[config.mk]
export PLATFORM = sky130hd
export DESIGN_NAME = wfg_drive_spi_arbiter
export DESIGN_NICKNAME = d
export VERILOG_FILES = /design/src/rtl/wfg_drive_spi_arbiter_pkg.sv /design/src/rtl/wfg_rr_picker.sv /design/src/rtl/wfg_drive_spi_arbiter.sv
export SDC_FILE = /design/constraint.sdc
export NUM_CORES = 1
export LEC_CHECK = 0
export CAP_MARGIN = 15
export CORE_MARGIN = 1
export CORE_UTILIZATION = 32
export DETAILED_ROUTE_END_ITERATION = 16
export HOLD_SLACK_MARGIN = 0.1
export PLACE_DENSITY_LB_ADDON = 0.08
export SLEW_MARGIN = 20
export SYNTH_ARGS = -nofsm -noshare
export SYNTH_HDL_FRONTEND = slang
export SYNTH_SLANG_ARGS = --single-unit
[constraint.sdc]
create_clock -name wb_clk_i -period 1.99 [get_ports wb_clk_i]
set_clock_uncertainty 0.1 [all_clocks]
set_input_delay 0.2985 -clock wb_clk_i [delete_from_list [all_inputs] [get_ports wb_clk_i]]
set_output_delay 0.2985 -clock wb_clk_i [all_outputs]
set_load 0.005 [all_outputs]
[src/rtl/wfg_drive_spi_arbiter_pkg.sv]
// Shared types and limits for the wfg_drive_spi packet arbiter.
package wfg_drive_spi_arbiter_pkg;

  localparam int unsigned MAX_REQ = 4;

  typedef enum logic [1:0] {
    IDLE,
    WAIT_SYNC,
    PASS
  } arb_state_e;

endpackage

[src/rtl/wfg_rr_picker.sv]
// Combinational round-robin pick: first set request at or above ptr, wrapping.
module wfg_rr_picker #(
  parameter int unsigned N  = 2,
  parameter int unsigned PW = (N > 1) ? $clog2(N) : 1
) (
  input  logic [N-1:0]  req,
  input  logic [PW-1:0] ptr,
  output logic [N-1:0]  winner,
  output logic          valid
);

  logic [PW-1:0] idx;

  // Upward scan from ptr is equivalent to rotate / priority-encode / rotate-back.
  always_comb begin
    winner = '0;
    valid  = 1'b0;
    idx    = '0;
    for (int unsigned k = 0; k < N; k++) begin
      idx = PW'((32'(ptr) + k) % N);
      if (!valid && req[idx]) begin
        winner[idx] = 1'b1;
        valid       = 1'b1;
      end
    end
  end

endmodule

[src/rtl/wfg_drive_spi_arbiter.sv]
// Packet-level round-robin arbiter sharing the wfg_drive_spi AXI-Stream input.
module wfg_drive_spi_arbiter
  import wfg_drive_spi_arbiter_pkg::*;
#(
  parameter int unsigned N_REQ           = 2,
  parameter int unsigned AXIS_DATA_WIDTH = 32
) (
  input  logic                             wb_clk_i,
  input  logic                             wb_rst_i,
  input  logic                             wfg_pat_sync_i,
  input  logic                             cfg_en_i,
  input  logic                             cfg_sync_gate_i,
  input  logic [N_REQ-1:0]                 req_axis_tvalid_i,
  input  logic [N_REQ-1:0]                 req_axis_tlast_i,
  input  logic [N_REQ*AXIS_DATA_WIDTH-1:0] req_axis_tdata_i,
  output logic [N_REQ-1:0]                 req_axis_tready_o,
  output logic                             spi_axis_tvalid_o,
  output logic                             spi_axis_tlast_o,
  output logic [AXIS_DATA_WIDTH-1:0]       spi_axis_tdata_o,
  input  logic                             spi_axis_tready_i,
  output logic [N_REQ-1:0]                 grant_o,
  output logic                             busy_o
);

  localparam int unsigned PW = (N_REQ > 1) ? $clog2(N_REQ) : 1;
  localparam int unsigned W  = AXIS_DATA_WIDTH;

  arb_state_e       state, state_d;
  logic [N_REQ-1:0] grant, grant_d, pick;
  logic [PW-1:0]    rr_ptr, rr_ptr_d, gidx;
  logic             pick_valid, pass;
  logic             sel_valid, sel_last;
  logic [W-1:0]     sel_data;

  wfg_rr_picker #(.N(N_REQ), .PW(PW)) u_picker (
    .req    (req_axis_tvalid_i),
    .ptr    (rr_ptr),
    .winner (pick),
    .valid  (pick_valid)
  );

  always_comb begin
    sel_valid = 1'b0;
    sel_last  = 1'b0;
    sel_data  = '0;
    gidx      = '0;
    for (int unsigned i = 0; i < N_REQ; i++) begin
      if (grant[i]) begin
        sel_valid = req_axis_tvalid_i[i];
        sel_last  = req_axis_tlast_i[i];
        sel_data  = req_axis_tdata_i[i*W +: W];
        gidx      = PW'(i);
      end
    end
  end

  always_comb begin
    state_d  = state;
    grant_d  = grant;
    rr_ptr_d = rr_ptr;
    unique case (state)
      IDLE: begin
        if (cfg_en_i && pick_valid) begin
          grant_d = pick;
          state_d = cfg_sync_gate_i ? WAIT_SYNC : PASS;
        end
      end
      WAIT_SYNC: begin
        if (wfg_pat_sync_i) state_d = PASS;
      end
      PASS: begin
        if (sel_valid && spi_axis_tready_i && sel_last) begin
          state_d  = IDLE;
          grant_d  = '0;
          rr_ptr_d = (gidx == PW'(N_REQ - 1)) ? '0 : gidx + PW'(1);
        end
      end
      default: state_d = IDLE;
    endcase
  end

  always_ff @(posedge wb_clk_i or posedge wb_rst_i) begin
    if (wb_rst_i) begin
      state  <= IDLE;
      grant  <= '0;
      rr_ptr <= '0;
    end else begin
      state  <= state_d;
      grant  <= grant_d;
      rr_ptr <= rr_ptr_d;
    end
  end

  assign pass              = (state == PASS);
  assign spi_axis_tvalid_o = pass & sel_valid;
  assign spi_axis_tlast_o  = pass & sel_last;
  assign spi_axis_tdata_o  = pass ? sel_data : '0;
  assign req_axis_tready_o = pass ? (grant & {N_REQ{spi_axis_tready_i}}) : '0;
  assign grant_o           = grant;
  assign busy_o            = (state != IDLE);

endmodule

==> results of run 1 <==
-- synth_stat cells, types with 3 or more instances --
library cell,count
a22oi_1,3
a22oi_2,30
buf_12,3
buf_2,5
buf_4,4
buf_6,3
dfrtp_1,5
nand3b_1,4
nor2_1,4
nor2_2,30
-- worst max path at each step --
stage / endpoint / startpoint / slack [ns] / cells past startpoint
6_report: spi_axis_tdata_o[9] / grant_o[0]$_DFFE_PP0P_ / 0.02 / 7
5_1_grt: spi_axis_tdata_o[6] / grant_o[0]$_DFFE_PP0P_ / -0.04 / 7
4_1_cts: spi_axis_tdata_o[22] / grant_o[0]$_DFFE_PP0P_ / -0.03 / 7
3_5_place_dp: spi_axis_tvalid_o / req_axis_tvalid_i[0] / 0.04 / 4
3_3_place_gp: spi_axis_tvalid_o / req_axis_tvalid_i[0] / 0.04 / 4
2_1_floorplan: spi_axis_tdata_o[10] / grant_o[0]$_DFFE_PP0P_ / 0.58 / 5
-- kinds of logic (layout without fill, tap and decap cells) --
| family | after synthesis | count (layout) | share of synthesized area, % |
|---|---|---|---|
| buffers and inverters | 19 | 152 | 14.6 |
| AO/OA/AOI/OAI | 45 | 45 | 43.4 |
| flip-flops | 5 | 5 | 11.2 |
| AND/OR/NAND/NOR | 55 | 55 | 30.8 |
-- registers in the layout, indices dropped and copies added, names as in the netlist --
register / flops
grant_o: 2
state: 2
rr_ptr: 1
-- critical path: stages (launching register included) --
cell and delay (ns):
dfrtp_1 0.38, nor2b_4 0.15, buf_4 0.13, buf_6 0.13, buf_4 0.13, a22oi_2 0.14, nor2_2 0.04, dlygate4sd2_1 0.26
-- routing by layer --
layer  vias up  share of wire [%]  GRT usage (%)
li1        724                  -              -
met1       692                 38           25.2
met2        71                 53           42.1
met3        12                7.8           3.36
met4         0                2.0           7.14
met5         -                  0              0
-- stage by stage --
stage | std cells | instance area (um^2)
after floorplan | 124 | 1120
after global placement | 284 | 2310
after detailed placement | 284 | 2310
after CTS | 300 | 2500
after global routing | 303 | 2500
final | 303 | 2500
-- area by class of cell --
class / count / share of cell area [%]
clock buffers: 4 / 1.05
inverters: 3 / 0.451
multi-input cells: 100 / 34.3
flip-flops and latches: 5 / 5.11
well taps: 46 / 2.30
repair buffers: 145 / 56.8
-- power by group through the flow --
stage	sequential [uW]	combinational [uW]	clock (uW)
after floorplan	184	1340	0
after global placement	209	2050	0
after detailed placement	212	2110	0
after CTS	205	2420	124
after global routing	198	2660	131
final	194	2480	116
-- timing repair --
item                                    4_1_cts  5_1_grt
resized for setup                            57       19
hold buffers                                  0        0
endpoints found under the setup margin       36       16
setup buffers                                10        3
gates cloned                                  2        0
pin swaps                                     1        6
==> metrics.md, run 1 <==
| Metric | Value |
|---|---|
| Status | completed |
| Area Growth Syn to Fin | 123% |
| Via count | 1,499 |
| H-tree lvl count | 1 |
| Drt wl/cell | 14.8 um |
| Synth area leaders | a22oi_2 34%, nor2_2 17%, dfrtp_1 11%, buf_12 5.4%, buf_6 3.0% |
| Type of the most critical hold path | in -> async |
| Chip width | slightly above 60 um |
| Clock Power Share | 4.2% |
| Commonest non-fill, non-tap cell in the layout | clkdlybuf4s50_1 |
| Reg-to-reg slack, setup | roughly 0.42 ns |
| Post-Syn Area per Cell | ~9.0 um^2 |
| Internal power | between 1500 and 2000 uW |
| Total of max-cap violations | 0 |
| Final period util | between 90% and 100% |
| Clock root buffer | clkbuf_4 |
| Layout cell share with drive strength beyond 1 | a little under half |
| Lkg Pwr | between 0.001 and 0.0015 uW |
| Synth cell types | 35 |
| Area of the multi-input gates | 856 um^2 |
| Unrepaired setup endpoints after global routing | yes |
| DP Worst Slack | 0.0370 ns |
| Crit. End Element | primary output |
| Number of cells on the worst reg-to-reg path | 6 |
| Tot GR Track Use | ~22% |
| Logic pwr share | a little under 90% |
| Number of port buffers | ~110 |
| Num ports | 113 |
| Max IR drop VDD | about 0.75 mV |
| DRT Pass-1 Iters | 4 |
| Fill count | 268 |
| Fmax | about 510 MHz |
| Post-synth EDFFs | 0 |
| Sw Share | about two fifths |
| Total CTS buffers | 3 |
| Final slew viol count | 0 |
| Worst hold slack | ~0.14 ns |
| Worst EP required | approximately 1.6 ns |
| Post-synthesis net count | roughly 200 |
| Post-synthesis async set-or-reset flop share | between 90% and 100% |
| Critical Path Start Type | flop |
| Clock latency on the worst-skew pair | 0.24 ns |
| Die ar. | 3740 um^2 |
| Final setup fails | 0 |
| Crit-path max FO | 7 |
| Tot Pwr | around 2800 uW |
| Sum Neg Setup Slack | 0 ns |
| Period minus WS final | between 1.5 and 2 ns |
| Worst Tran Pin Value | between 0.2 and 0.25 ns |
| Chip Height | roughly 60 um |
| Post-synthesis sequential area ratio | 11.2% |
| Commonest cells after routing, fill and taps aside | 75 x clkdlybuf4s50_1, 31 x a22oi_2, 30 x nor2_2, 23 x dlygate4sd2_1, 20 x buf_4 |
| N_diodes | 0 |
| Fin. Hold Viols | 0 |
| Worst-path clk slew | approximately 0.05 ns |
| GPL Wtd Cong | between 0.7 and 0.8 |
| Flop pwr share | 6.9% |
| Clk buf depth | 2 |
| Largest net degree at the start of global routing | 15 |
| Post-Synthesis Cell Area | approximately 1100 um^2 |
| Synth area leader | a22oi_2 |
| DR DRC count | 0 |
| DP HPWL | 3290 um |
| Final wirelength | ~4500 um |
| Post-route ant nets | 0 |
| Cell count after synthesis | around 120 |
| Finished Core Util | about three quarters |
| CP arrival | ~1.6 ns |
| RR Endpoint | state[1]$_DFFE_PP0P_ |
| TritonCTS clock tree | built |
| Warnings from Yosys | 0 |
| Initial DRC Count | 63 |
| Vias in the first global route | ~1,400 |
| Main synth FF type | dfrtp_1 |
| GR Overflow Total | 0 |
| Initial antenna violation count | 0 |
| Vias per inst | roughly 4.9 |
| Worst setup path class | reg -> out |
| Register bit total from synthesis | 5 |
| Rel. slew slack | around 85% |
| Row count | 21 |
| First-pass GRT wire length | 6310 um |
| Layout Nets | 332 |
| Initial Util | between 30% and 40% |
| Reg area | 128 um^2 |
| FF-to-FF Start | grant_o[1]$_DFFE_PP0P_ |
| Num Clock Sinks | 5 |
| Area share of the largest cell type after synthesis | 33.5% |
| Pwr/cell area | around 1100 nW/um^2 |
| Psw | ~1200 uW |
| Core area | 3340 um^2 |
| Post-layout worst setup margin | ~0.020 ns |
(Power assumes the default switching activity.)
==> run 2: changes to the inputs <==
REMOVE_ABC_BUFFERS = 1   (was default)
==> run 2 against run 1 <==
Against the previous run: the run now ends with setup timing left; maximum frequency decreased by 1.6%; combinational power is 8.9% lower; clock-buffer cell count is the same; worst hold slack improved by 0.023 ns; critical endpoint is now spi_axis_tdata_o[13]; largest cell class unchanged; largest power group unchanged.
==> metrics.md, run 2 (synthesis results as in run 1) <==
| Metric | Value |
|---|---|
| Design Area, Final | 2410 um^2 (-3.6%) |
| TritonCTS clock tree | built |
| Violated checks | setup timing |
| Clock latency on the worst-skew pair | 0.24 ns (about the same) |
| Crit. End Element | primary output |
| Number of port buffers | 112 (unchanged) |
| Die ar. | 3740 um^2 (unchanged) |
| Row count | 21 (unchanged) |
| DRT Pass-1 Iters | 4 (unchanged) |
| Commonest non-fill, non-tap cell in the layout | clkdlybuf4s50_1 |
| First-pass GRT wire length | 6320 um (+0.11%) |
| Vias per inst | 4.86 (-1.9%) |
| Clock root buffer | clkbuf_4 |
| FF-to-FF Start | grant_o[1]$_DFFE_PP0P_ |
| Reg area | 126 um^2 (-0.98%) |
| Max IR drop VDD | 0.590 mV (-22%) |
| Final period util | 101% (+1.6 points) |
| Crit path max-delay cell type | dfrtp_1 |
| Type of the most critical hold path | in -> async |
| Fin. Hold Viols | 0 (unchanged) |
| Layout Nets | 320 (-3.6%) |
| DR DRC count | 0 (unchanged) |
| Rel. slew slack | 83.5% (-1.8 points) |
| Commonest cells after routing, fill and taps aside | 77 x clkdlybuf4s50_1, 32 x a22oi_2, 30 x nor2_2, 19 x dlygate4sd2_1, 13 x buf_4 |
| Unrepaired setup endpoints after global routing | yes |
| Num Clock Sinks | 5 (unchanged) |
| Finished Core Util | 72.1% (-2.7 points) |
| DP Area | 2280 um^2 (-1.3%) |
| Number of cells on the critical path | 7 (unchanged) |
| Vias in the first global route | 1,340 (-6.9%) |
| RR Endpoint | rr_ptr$_DFFE_PP0P_ |
| Post-route ant nets | 0 (unchanged) |
| Lkg Pwr | 0.00104 uW (-1.2%) |
| Fmax | 500 MHz (-1.6%) |
| Total of max-cap violations | 0 (unchanged) |
| Num ports | 113 (unchanged) |
| Worst-path clk slew | 0.05 ns (about the same) |
| Post-layout worst setup margin | -0.0111 ns (-0.0312 ns) |
| Crit-path max cell delay | 0.37 ns (about the same) |
| Drt wl/cell | 15.2 um (+2.7%) |
| Initial Util | 33.6% (unchanged) |
| Clk buf depth | 2 (unchanged) |
| Critical Path Start Type | flop |
| Crit path launch | grant_o[0]$_DFFE_PP0P_ |
| Worst hold slack | 0.166 ns (+0.0228 ns) |
| CP arrival | 1.60 ns (+0.03 ns) |
| Tot GR Track Use | 22.0% (-0.23 points) |
| Number of cells on the worst reg-to-reg path | 5 (-1) |
| Crit-path max FO | 8 (+1) |
| Chip Height | 61.2 um (unchanged) |
| DP Worst Slack | 0.0585 ns (+0.0216 ns) |
| CP bufs+invs | 4 (unchanged) |
| Period minus WS final | 2.00 ns (+0.0312 ns) |
| Worst Tran Pin Value | 0.247 ns (+0.0265 ns) |
| Worst setup path class | reg -> out |
| Area of the multi-input gates | 856 um^2 (unchanged) |
| Pwr/cell area | 1070 nW/um^2 (-4.5%) |
| Worst EP required | 1.59 ns (about the same) |
| DP HPWL | 3260 um (-0.84%) |
| Initial DRC Count | 81 (+29%) |
| Hold-fix buffers at CTS | 0 (unchanged) |
| Core area | 3340 um^2 (unchanged) |
| Area Growth Syn to Fin | 115% |
| GR Overflow Total | 0 (unchanged) |
| Final slew viol count | 0 (unchanged) |
| Layout cell share with drive strength beyond 1 | 42.0% (-3.5 points) |
| Via count | 1,413 (-5.7%) |
| Fill count | 280 (+4.5%) |
| N_diodes | 0 (unchanged) |
| Final wirelength | 4410 um (-1.4%) |
| Total CTS buffers | 3 (unchanged) |
| Initial antenna violation count | 0 (unchanged) |
| Largest net degree at the start of global routing | 35 (+20) |
| Reg-to-reg slack, setup | 0.52 ns (+0.10 ns) |
| Status | finished, violations left |
| H-tree lvl count | 1 (unchanged) |
| Worst path top cell family by delay | buffers and inverters |
| Final setup fails | 3 (+3) |
| CP cell instances | nor2b_4 -> buf_4 -> buf_12 -> clkbuf_16 -> a22oi_2 -> nor2_2 -> dlygate4sd2_1 |
| GPL Wtd Cong | 0.851 (+7.6%) |
| Chip width | 61.2 um (unchanged) |
## run 2: timing repair
item,4_1_cts,5_1_grt
gates resized for setup,35,27
endpoints found under the setup margin,36,10
pin swaps,0,3
cloned,2,1
setup buffers,2,2
## run 2: area by class of cell
cell class	count	area share [%]
clock buffer	4	1.09
inverter	3	0.468
multi-input combinational	100	35.6
sequential	5	5.25
tap	46	2.39
timing repair buffer	133	55.2
## run 2: per-stage QoR
step / power (uW) / std cells / setup TNS, ns
4_1_cts: 2500 / 288 / -0.590
2_1_floorplan: 1250 / 108 / -30.47
5_1_grt: 2770 / 291 / -0.758
3_3_place_gp: 2190 / 280 / 0
6_report: 2570 / 291 / -0.0205
3_5_place_dp: 2250 / 280 / 0
## run 2: routing by layer
layer	up-vias	routed length (um)	global-route usage, %
li1	701	-	-
met1	640	1720	26.0
met2	68	2300	40.1
met3	4	341	3.15
met4	0	53	7.79
met5	-	0	0
## run 2: worst max-delay path by stage
stage | to | slack, ns
after CTS | spi_axis_tdata_o[29] | -0.16
after detailed placement | spi_axis_tvalid_o | 0.06
after global placement | spi_axis_tvalid_o | 0.08
after floorplan | spi_axis_tlast_o | -0.99
after global routing | spi_axis_tdata_o[1] | -0.07
final | spi_axis_tdata_o[13] | -0.01
## run 2: worst register-to-register path, cell delays in order, from the launching register on
cell	delay (ns)
dfrtp_2	0.43
buf_4	0.19
nand3b_1	0.19
buf_4	0.15
nor3_1	0.18
o22a_1	0.15
## run 2: report_power, final
group / switching [uW] / internal [uW] / total [uW] / leakage, uW
combinational: 1020 / 1240 / 2260 / 0.000960
clock: 42.5 / 75.9 / 118 / 0.0000150
sequential: 43.4 / 149 / 192 / 0.0000617
total: 1110 / 1460 / 2570 / 0.00104
